[src/rtl/x1_subcpu_mailbox.sv]
// Byte mailbox between the X1 host I/O port and the mr16 sub-CPU: command FIFO in, response holding register out.
// Optional sticky overrun flags in status bits 7:6 are compiled in with `define MBOX_OVERRUN_EN.
module x1_subcpu_mailbox #(
  parameter int DEPTH_LOG2 = 3
) (
  input  logic        I_CLK,
  input  logic        I_RESET,
  input  logic        I_HCS,
  input  logic        I_HWR,
  input  logic        I_HRD,
  input  logic        I_HA,
  input  logic [7:0]  I_HD,
  output logic [7:0]  O_HD,
  output logic [15:0] O_CMD,
  input  logic        I_POP,
  input  logic [15:0] I_RSP,
  output logic        O_INT,
  input  logic        I_ACK
);

  localparam int DEPTH = 2 ** DEPTH_LOG2;

  logic [7:0]            mem [DEPTH];
  logic [DEPTH_LOG2-1:0] wr_ptr;
  logic [DEPTH_LOG2-1:0] rd_ptr;
  logic [DEPTH_LOG2:0]   count;
  logic                  pop_q;
  logic                  tgl_q;
  logic                  rsp_valid;
  logic [7:0]            rsp_data;
  logic                  int_pend;
  logic                  ovr_h;
  logic                  ovr_r;

  logic        empty;
  logic        full;
  logic        host_wr_data;
  logic        host_rd_data;
  logic        host_rd_stat;
  logic        pop_edge;
  logic        do_pop;
  logic        do_push;
  logic        capture;
  logic [31:0] count_ext;
  logic [3:0]  cmd_count;
  logic [7:0]  head_data;

  assign empty        = (count == '0);
  assign full         = (count == (DEPTH_LOG2 + 1)'(DEPTH));
  assign host_wr_data = I_HCS & I_HWR & ~I_HA;
  assign host_rd_data = I_HCS & I_HRD & ~I_HA;
  assign host_rd_stat = I_HCS & I_HRD & I_HA;
  assign pop_edge     = I_POP & ~pop_q;
  assign do_pop       = pop_edge & ~empty;
  // A coincident pop frees a slot, so a push into a full FIFO is still accepted.
  assign do_push      = host_wr_data & (~full | do_pop);
  assign capture      = (I_RSP[8] != tgl_q);

  assign count_ext = 32'(count);
  assign cmd_count = (count_ext > 32'd15) ? 4'hF : count_ext[3:0];
  assign head_data = empty ? 8'h00 : mem[rd_ptr];
  assign O_CMD     = {empty, 3'b000, cmd_count, head_data};
  assign O_INT     = int_pend;

  wire unused_rsp_bits = &{1'b0, I_RSP[15:9]};

  always_ff @(posedge I_CLK) begin
    if (do_push) mem[wr_ptr] <= I_HD;
  end

  always_ff @(posedge I_CLK or posedge I_RESET) begin
    if (I_RESET) begin
      wr_ptr    <= '0;
      rd_ptr    <= '0;
      count     <= '0;
      pop_q     <= 1'b0;
      tgl_q     <= 1'b0;
      rsp_valid <= 1'b0;
      rsp_data  <= 8'h00;
      int_pend  <= 1'b0;
      O_HD      <= 8'h00;
    end else begin
      pop_q <= I_POP;
      if (do_push) wr_ptr <= wr_ptr + 1'b1;
      if (do_pop)  rd_ptr <= rd_ptr + 1'b1;
      case ({do_push, do_pop})
        2'b10:   count <= count + 1'b1;
        2'b01:   count <= count - 1'b1;
        default: count <= count;
      endcase

      if (do_push && empty) int_pend <= 1'b1;
      else if (I_ACK)       int_pend <= 1'b0;

      if (host_rd_data)      O_HD <= rsp_data;
      else if (host_rd_stat) O_HD <= {ovr_h, ovr_r, 3'b000, ~empty, rsp_valid, full};

      // A new response arriving alongside a host read keeps rsp_valid set.
      if (capture) begin
        rsp_data  <= I_RSP[7:0];
        rsp_valid <= 1'b1;
        tgl_q     <= I_RSP[8];
      end else if (host_rd_data) begin
        rsp_valid <= 1'b0;
      end
    end
  end

`ifdef MBOX_OVERRUN_EN
  logic host_wr_stat;
  assign host_wr_stat = I_HCS & I_HWR & I_HA;

  always_ff @(posedge I_CLK or posedge I_RESET) begin
    if (I_RESET) begin
      ovr_h <= 1'b0;
      ovr_r <= 1'b0;
    end else begin
      if (host_wr_data && !do_push) ovr_h <= 1'b1;
      else if (host_wr_stat)        ovr_h <= 1'b0;
      if (capture && rsp_valid)     ovr_r <= 1'b1;
      else if (host_wr_stat)        ovr_r <= 1'b0;
    end
  end
`else
  assign ovr_h = 1'b0;
  assign ovr_r = 1'b0;
`endif

endmodule

[config.mk]
export PLATFORM = sky130hd
export DESIGN_NAME = x1_subcpu_mailbox
export DESIGN_NICKNAME = d
export VERILOG_FILES = /design/src/rtl/x1_subcpu_mailbox.sv
export SDC_FILE = /design/constraint.sdc
export NUM_CORES = 1
export LEC_CHECK = 0
export CAP_MARGIN = 20
export CORE_ASPECT_RATIO = 1.75
export CORE_MARGIN = 2
export CORE_UTILIZATION = 48
export CTS_CLUSTER_DIAMETER = 150
export DETAILED_ROUTE_END_ITERATION = 12
export PLACE_DENSITY = 0.75
export SLEW_MARGIN = 30
export SYNTH_ARGS = -nofsm -noshare
export SYNTH_HDL_FRONTEND = slang
export SYNTH_SLANG_ARGS = --single-unit
[constraint.sdc]
create_clock -name I_CLK -period 2.2 [get_ports I_CLK]
set_input_delay 0.66 -clock I_CLK [delete_from_list [all_inputs] [get_ports I_CLK]]
set_output_delay 0.66 -clock I_CLK [all_outputs]
set_load 0.01 [all_outputs]
==> results.sh, run 1 <==
export IMPL_cp_end_kind="output port"
export IMPL_crit_type="reg2out"
export IMPL_cp_required_ns=1.54
export IMPL_grt_overflow_total=0
export IMPL_violations="negative setup slack"
export IMPL_die_y_um=122.8
export IMPL_antenna_found_initial=0
export IMPL_stdcell_count=405
export IMPL_syn_area_um2=3874
export IMPL_grt_busiest_layer="met2"
export IMPL_first_iter_violations=189
export IMPL_p_leak_uw=0.001943
export IMPL_rrSetupSlack_ns=0.03
export IMPL_initial_core_util_pct=49.32
export IMPL_numCtsBuffers=9
export IMPL_io_buffers=46
export IMPL_ys_seq_elements=94
export IMPL_setup_viol=8
export IMPL_drtPass1Iterations=4
export IMPL_die_width_um=71.91
export IMPL_htreeDepth=3
export IMPL_outcome="finished with violations"
export IMPL_synth_top_area_share_pct=49.61
export IMPL_final_nets=347
export IMPL_synth_area_leaders="edfxtp_1 50%, dfrtp_1 19%, mux4_2 9.3%"
export IMPL_start_kind="register"
export IMPL_drv_slew=0
export IMPL_cts_root_buf="clkbuf_16"
export IMPL_place_gp_congestion=0.6910
export IMPL_place_area_um2=4683
export IMPL_ir_drop_uv=757.3
export IMPL_final_common_cell="edfxtp_1"
export IMPL_ys_warn_count=0
export IMPL_fmax_ghz=0.4032
export IMPL_path_max_fanout=4
export IMPL_synthCells=228
export IMPL_synth_top_area_cell="edfxtp_1"
export IMPL_rsz0062_at_grt="true"
export IMPL_nFillCells=559
export IMPL_final_cell_mix="64 x edfxtp_1, 35 x clkdlybuf4s50_1, 29 x dfrtp_1, 27 x buf_4, 16 x mux4_2"
export IMPL_drive_gt1_share_pct=33.65
export IMPL_power_uw=5968
export IMPL_finalCritPeriodShare_pct=112.7
export IMPL_drcViolationCount=0
export IMPL_grt_pass1_wl_um=11610
export IMPL_grt_pass1_vias=2280
export IMPL_setup_slack_ns=-0.2804
export IMPL_syn2layout_area_growth_pct=32.82
export IMPL_final_area_um2=5145
export IMPL_antennaDiodeCount=0
export IMPL_synth_distinct_cells=36
export IMPL_globalRouteMet2Util_pct=32.00
export IMPL_num_vias=2164
export IMPL_final_hold_viol_count=0
export IMPL_core_area_um2=7855
export IMPL_synth_area_per_cell_um2=16.99
export IMPL_met3_usage_pct=3.448
export IMPL_cts_sinks=94
export IMPL_hold_path_class="in2reg"
export IMPL_clk_pin_slew_ns=0.06
export IMPL_cts_buffer_depth=2
export IMPL_period_needed_ns=2.480
export IMPL_grt_max_degree=31
export IMPL_die_area_um2=8833
export IMPL_met1_usage_pct=21.12
export IMPL_dp_cells=381
export IMPL_ios=57
export IMPL_grtUsageTotal_pct=18.15
export IMPL_yosysSeqAreaShare_pct=68.99
export IMPL_maxCapViolations=0
export IMPL_clkLatencyLatePin_ns=0.33
export IMPL_skew_ns=0.003792
export IMPL_drt_wl_total_um=7532
export IMPL_rows=43
export IMPL_power_density_nw_per_um2=1160
export IMPL_routedWlPerCell_um=18.60
export IMPL_arrival_ns=1.82
export IMPL_vias_per_cell=5.343
export IMPL_cts_tree="done"
export IMPL_ant_nets=0
export IMPL_post_dp_hpwl_um=4780
-- stage by stage --
stage,util (%),TNS [ns],setup slack [ns],hold WS [ns]
6_report,65.50,-1.893,-0.2804,0.4759
2_1_floorplan,-,-0.1879,-0.01282,0.4574
3_5_place_dp,59.62,-21.45,-0.3358,0.4733
5_1_grt,65.50,-3.174,-0.3585,0.4637
3_3_place_gp,59.62,-18.79,-0.2968,0.4655
4_1_cts,64.18,-2.258,-0.3096,0.4878
-- cells in the mapped netlist --
| master | number |
|---|---|
| a21oi_1 | 1 |
| a22oi_1 | 1 |
| a2bb2oi_1 | 1 |
| a31oi_1 | 1 |
| a31oi_4 | 1 |
| and2_1 | 1 |
| buf_1 | 3 |
| buf_2 | 1 |
| buf_4 | 5 |
| clkbuf_1 | 4 |
| clkbuf_2 | 1 |
| conb_1 | 1 |
| dfrtp_1 | 30 |
| edfxtp_1 | 64 |
| fa_1 | 1 |
| ha_1 | 4 |
| inv_1 | 5 |
| mux2_1 | 4 |
| mux2_2 | 7 |
| mux2i_1 | 10 |
| mux2i_4 | 1 |
| mux4_2 | 16 |
| nand2_1 | 15 |
| nand2b_1 | 8 |
| nand3_1 | 1 |
| nand3b_1 | 1 |
| nor2_1 | 10 |
| nor2_4 | 1 |
| nor2b_1 | 1 |
| nor3_1 | 3 |
| nor3b_1 | 5 |
| nor4_4 | 1 |
| o21ai_0 | 6 |
| o21ai_1 | 5 |
| xnor2_1 | 5 |
| xor2_1 | 3 |
-- flip-flops by register name (all words and copies together) (netlist names), 3 cells and up --
name / flops
mem: 64
O_HD: 8
rsp_data: 8
count: 4
rd_ptr: 3
wr_ptr: 3
-- routing by layer --
metal	routed length (um)	part of all wire, %
met1	2780	37
met4	133	1.8
met3	290	3.9
met5	0	0
met2	4326	57
-- worst paths after layout --
kind,startpoint,cells after the start,end
min in group asynchronous,I_RESET,3,O_HD[1]$_DFFE_PP0P_
max in group asynchronous,I_RESET,3,rd_ptr[0]$_DFFE_PP0P_
hold / removal,I_POP,1,pop_q$_DFF_PP0_
setup reg to reg,count[3]$_DFFE_PP0P_,11,count[3]$_DFFE_PP0P_
hold reg to reg,O_HD[4]$_DFFE_PP0P_,2,O_HD[4]$_DFFE_PP0P_
setup / recovery,rd_ptr[0]$_DFFE_PP0P_,6,O_CMD[1]
-- report_power, final --
part / total [uW] / internal [uW] / switching [uW]
Combinational: 2100 / 1210 / 891
Clock: 1600 / 977 / 623
Sequential: 2260 / 2090 / 175
-- final cells by class --
cell class	count	area (um2)	area share, %
sequential	94	2674	51.97
multi-input combinational	117	1211	23.54
timing repair buffer	83	810.8	15.76
clock buffer	11	264.0	5.131
tap	90	112.6	2.189
clock inverter	5	53.80	1.046
inverter	5	18.77	0.3648
-- worst max-delay path, stage by stage, from the launching register on --
cell	delay [ns]
dfrtp_2	0.40
buf_12	0.12
buf_12	0.10
mux4_2	0.50
mux2i_1	0.17
nor2_1	0.06
buf_2	0.14
-- repair_timing --
action / CTS / global route
hold buffers: 0 / 0
pin swaps: 0 / 6
buffers inserted: 3 / 4
gates resized for setup: 37 / 14
cloned: 1 / 1
setup endpoints to repair: 9 / 52
-- kinds of logic (layout without fill, tap and decap cells) --
kind of cell | Yosys count | count (layout) | synth area share [%]
compound gates | 16 | 16 | 2.681
fa+ha+maj | 5 | 5 | 1.809
simple gates | 47 | 47 | 6.557
mux | 38 | 38 | 15.67
xor+xnor | 8 | 8 | 1.809
buf+inv | 19 | 104 | 2.390
other cells | 1 | 3 | 0.09681
flops | 94 | 94 | 68.99
Note: power is estimated with default switching activity, not from simulation.
==> run 2: changes to the inputs <==
--- a/config.mk
+++ b/config.mk
@@ -5,7 +5,7 @@
 export SDC_FILE = /design/constraint.sdc
 export NUM_CORES = 1
 export LEC_CHECK = 0
-export CAP_MARGIN = 20
+export CAP_MARGIN = 0
 export CORE_ASPECT_RATIO = 1.75
 export CORE_MARGIN = 2
 export CORE_UTILIZATION = 48
==> results of run 2 <==
The final DEF is identical to that of run 1; final timing and power are the same.
==> run 3: changes to the inputs <==
--- a/config.mk
+++ b/config.mk
@@ -7,11 +7,12 @@
 export LEC_CHECK = 0
 export CAP_MARGIN = 0
 export CORE_ASPECT_RATIO = 1.75
-export CORE_MARGIN = 2
-export CORE_UTILIZATION = 48
+export CORE_MARGIN = 1
+export CORE_UTILIZATION = 50
+export CTS_BUF_LIST = sky130_fd_sc_hd__clkbuf_8
 export CTS_CLUSTER_DIAMETER = 150
 export DETAILED_ROUTE_END_ITERATION = 12
-export PLACE_DENSITY = 0.75
+export PLACE_DENSITY = 0.77
 export SLEW_MARGIN = 30
 export SYNTH_ARGS = -nofsm -noshare
 export SYNTH_HDL_FRONTEND = slang
==> run 3 against run 2 <==
Net effect: the flow still finishes with violations (negative setup slack); clock-buffer cell count shrank 2; wire length is 3.2% lower; clock skew up 0.0035 ns; sequential power increased by 2%; die area shrank 8.1%; maximum frequency decreased by 3.8%; register-to-register slack better by 0.10 ns; sequential share of layout area up 1.4 points; sequential cell count did not move; critical path type unchanged; largest power group unchanged; highest routed layer unchanged.
==> results.sh, run 3 (synthesis results as in run 1) <==
export IMPL_drcViolationCount=0
export IMPL_cts_root_buf="clkbuf_8"
export IMPL_rsz0062_at_grt="true"
export IMPL_vias_per_cell=5.391
export IMPL_p_clk_share_pct=22.4
export IMPL_initial_core_util_pct=51.55
export IMPL_core_area_um2=7515
export IMPL_post_dp_hpwl_um=4871
export IMPL_antenna_found_initial=0
export IMPL_ant_nets=0
export IMPL_finalCritPeriodShare_pct=117.2
export IMPL_p_sw_share_pct=29.67
export IMPL_regArea_um2=2674
export IMPL_worst_slew_pin_slew_ns=0.5631
export IMPL_grt_overflow_total=0
export IMPL_grt_pass1_wl_um=11620
export IMPL_crit_path_end="O_CMD[5]"
export IMPL_tns_ns=-2.702
export IMPL_cts_tree="done"
export IMPL_cts_buffer_depth=2
export IMPL_io_buffers=46
export IMPL_drv_slew=0
export IMPL_final_hold_viol_count=0
export IMPL_cpPeakStageDelay_ns=0.48
export IMPL_antennaDiodeCount=0
export IMPL_outcome="finished with violations"
export IMPL_cp_required_ns=1.54
export IMPL_die_y_um=118.4
export IMPL_setup_viol=8
export IMPL_rows=42
export IMPL_routedWlPerCell_um=18.13
export IMPL_setup_slack_ns=-0.3782
export IMPL_final_common_cell="edfxtp_1"
export IMPL_crit_chain="clkbuf_16 > buf_8 > mux4_2 > mux2i_1 > nor2_1 > buf_2"
export IMPL_reg2reg_to="count[3]$_DFFE_PP0P_"
export IMPL_multi_input_area_um2=1195
export IMPL_arrival_ns=1.92
export IMPL_crit_slowest_cell="mux4_2"
export IMPL_p_leak_uw=0.001888
export IMPL_cp_startpoint="rd_ptr[0]$_DFFE_PP0P_"
export IMPL_stdcell_count=402
export IMPL_power_frac_comb_pct=36.2
export IMPL_grt_pass1_vias=2301
export IMPL_met3WireLength_um=266
export IMPL_clkLatencyLatePin_ns=0.36
export IMPL_r2r_cells=9
export IMPL_rr_startpoint="count[0]$_DFFE_PP0P_"
export IMPL_numCtsBuffers=9
export IMPL_cts_sinks=94
export IMPL_num_vias=2167
export IMPL_die_width_um=68.54
export IMPL_first_iter_violations=126
export IMPL_regMostFlops="mem"
export IMPL_final_util_pct=66.63
export IMPL_path_max_fanout=6
export IMPL_highest_layer="met4"
export IMPL_ir_drop_uv=713.3
export IMPL_drtPass1Iterations=4
export IMPL_hold_path_class="in2reg"
export IMPL_htreeDepth=3
export IMPL_drive_gt1_share_pct=32.80
export IMPL_drt_wl_total_um=7289
export IMPL_skew_ns=0.007313
export IMPL_largest_reg_flops=64
export IMPL_violations="negative setup slack"
export IMPL_clk_pin_slew_ns=0.09
export IMPL_dp_cells=377
export IMPL_p_sw_uw=1653
export IMPL_grt_max_degree=31
export IMPL_syn2layout_area_growth_pct=29.26
export IMPL_slew_headroom_pct=62.46
export IMPL_dp_slack_ns=-0.3835
export IMPL_power_density_nw_per_um2=1112
export IMPL_largestRegisters="mem: 64 flops, O_HD: 8 flops, rsp_data: 8 flops"
export IMPL_start_kind="register"
export IMPL_ios=57
export IMPL_final_cell_mix="64 x edfxtp_1, 34 x clkdlybuf4s50_1, 29 x dfrtp_1, 27 x buf_4, 16 x mux4_2"
export IMPL_crit_type="reg2out"
export IMPL_die_area_um2=8117
export IMPL_grtUsageTotal_pct=20.73
export IMPL_final_nets=346
export IMPL_period_needed_ns=2.578
export IMPL_internal_power_uw=3917
export IMPL_cp_end_kind="output port"
export IMPL_seqPwrFrac_pct=41.4
export IMPL_place_gp_congestion=0.7081
export IMPL_fmax_ghz=0.3879
export IMPL_nFillCells=519
export IMPL_maxCapViolations=0
export IMPL_rrSetupSlack_ns=0.13
export IMPL_drt_met1_wl_um=2686
export IMPL_wl_met2_um=4203
## run 3: cell count changes in the layout (fill, tap and decap cells not counted), sizes merged
cell,previous run,this run
clkdlybuf4s50,35,34
clkinvlp,1,2
bufinv,1,2
dlymetal6s2s,2,3
clkbuf,13,10
## run 3: worst min-delay path by stage
stage                                    to  cells after the start  slack, ns               startpoint
floorplan           rsp_data[1]$_DFFE_PP0P_                      1       0.46  rsp_data[1]$_DFFE_PP0P_
global placement        O_HD[3]$_DFFE_PP0P_                      2       0.47      O_HD[3]$_DFFE_PP0P_
detailed placement      O_HD[4]$_DFFE_PP0P_                      2       0.47      O_HD[4]$_DFFE_PP0P_
CTS                     O_HD[4]$_DFFE_PP0P_                      2       0.49      O_HD[4]$_DFFE_PP0P_
global route                pop_q$_DFF_PP0_                      1       0.43                    I_POP
finish                      pop_q$_DFF_PP0_                      1       0.44                    I_POP
## run 3: worst max-delay path, delay by kind of cell, from the launching register on
family        cells  cell delay (ns)
simple gates      1             0.07
flops             1             0.45
mux               2             0.61
buf+inv           3             0.42
## run 3: what timing repair did
action | in CTS | in global routing
buffers inserted | 4 | 4
gates cloned | 1 | 0
pin swaps | 0 | 7
hold buffers | 0 | 0
endpoints found under the setup margin | 9 | 17
resized for setup | 40 | 14
## run 3: stage by stage
stage | power (uW) | area [um2] | hold slack, ns
detailed placement | 4205 | 4653 | 0.4717
finish | 5570 | 5007 | 0.4387
floorplan | 3378 | 3916 | 0.4574
CTS | 5497 | 4908 | 0.4925
global placement | 4146 | 4653 | 0.4656
global route | 5870 | 5007 | 0.4256
## run 3: power by group through the flow
stage               logic (uW)  clock network, uW  registers (uW)
floorplan                 1090                  0            2290
global placement          1830                  0            2320
detailed placement        1870                  0            2330
CTS                       1910               1270            2310
global route              2200               1340            2330
finish                    2020               1250            2300
## run 3: area by class of cell
type | count | share of cell area, %
clock buffers | 9 | 2.474
flip-flops and latches | 94 | 53.40
repair buffers | 82 | 15.74
inverters | 5 | 0.3748
well taps | 88 | 2.199
clock inverters | 7 | 1.949
multi-input cells | 117 | 23.86
## run 3: routing by layer
layer,up-vias,GRT usage (%)
met2,51,36.03
met5,-,0
met1,1098,22.98
met3,9,4.247
met4,0,9.766
li1,1009,-
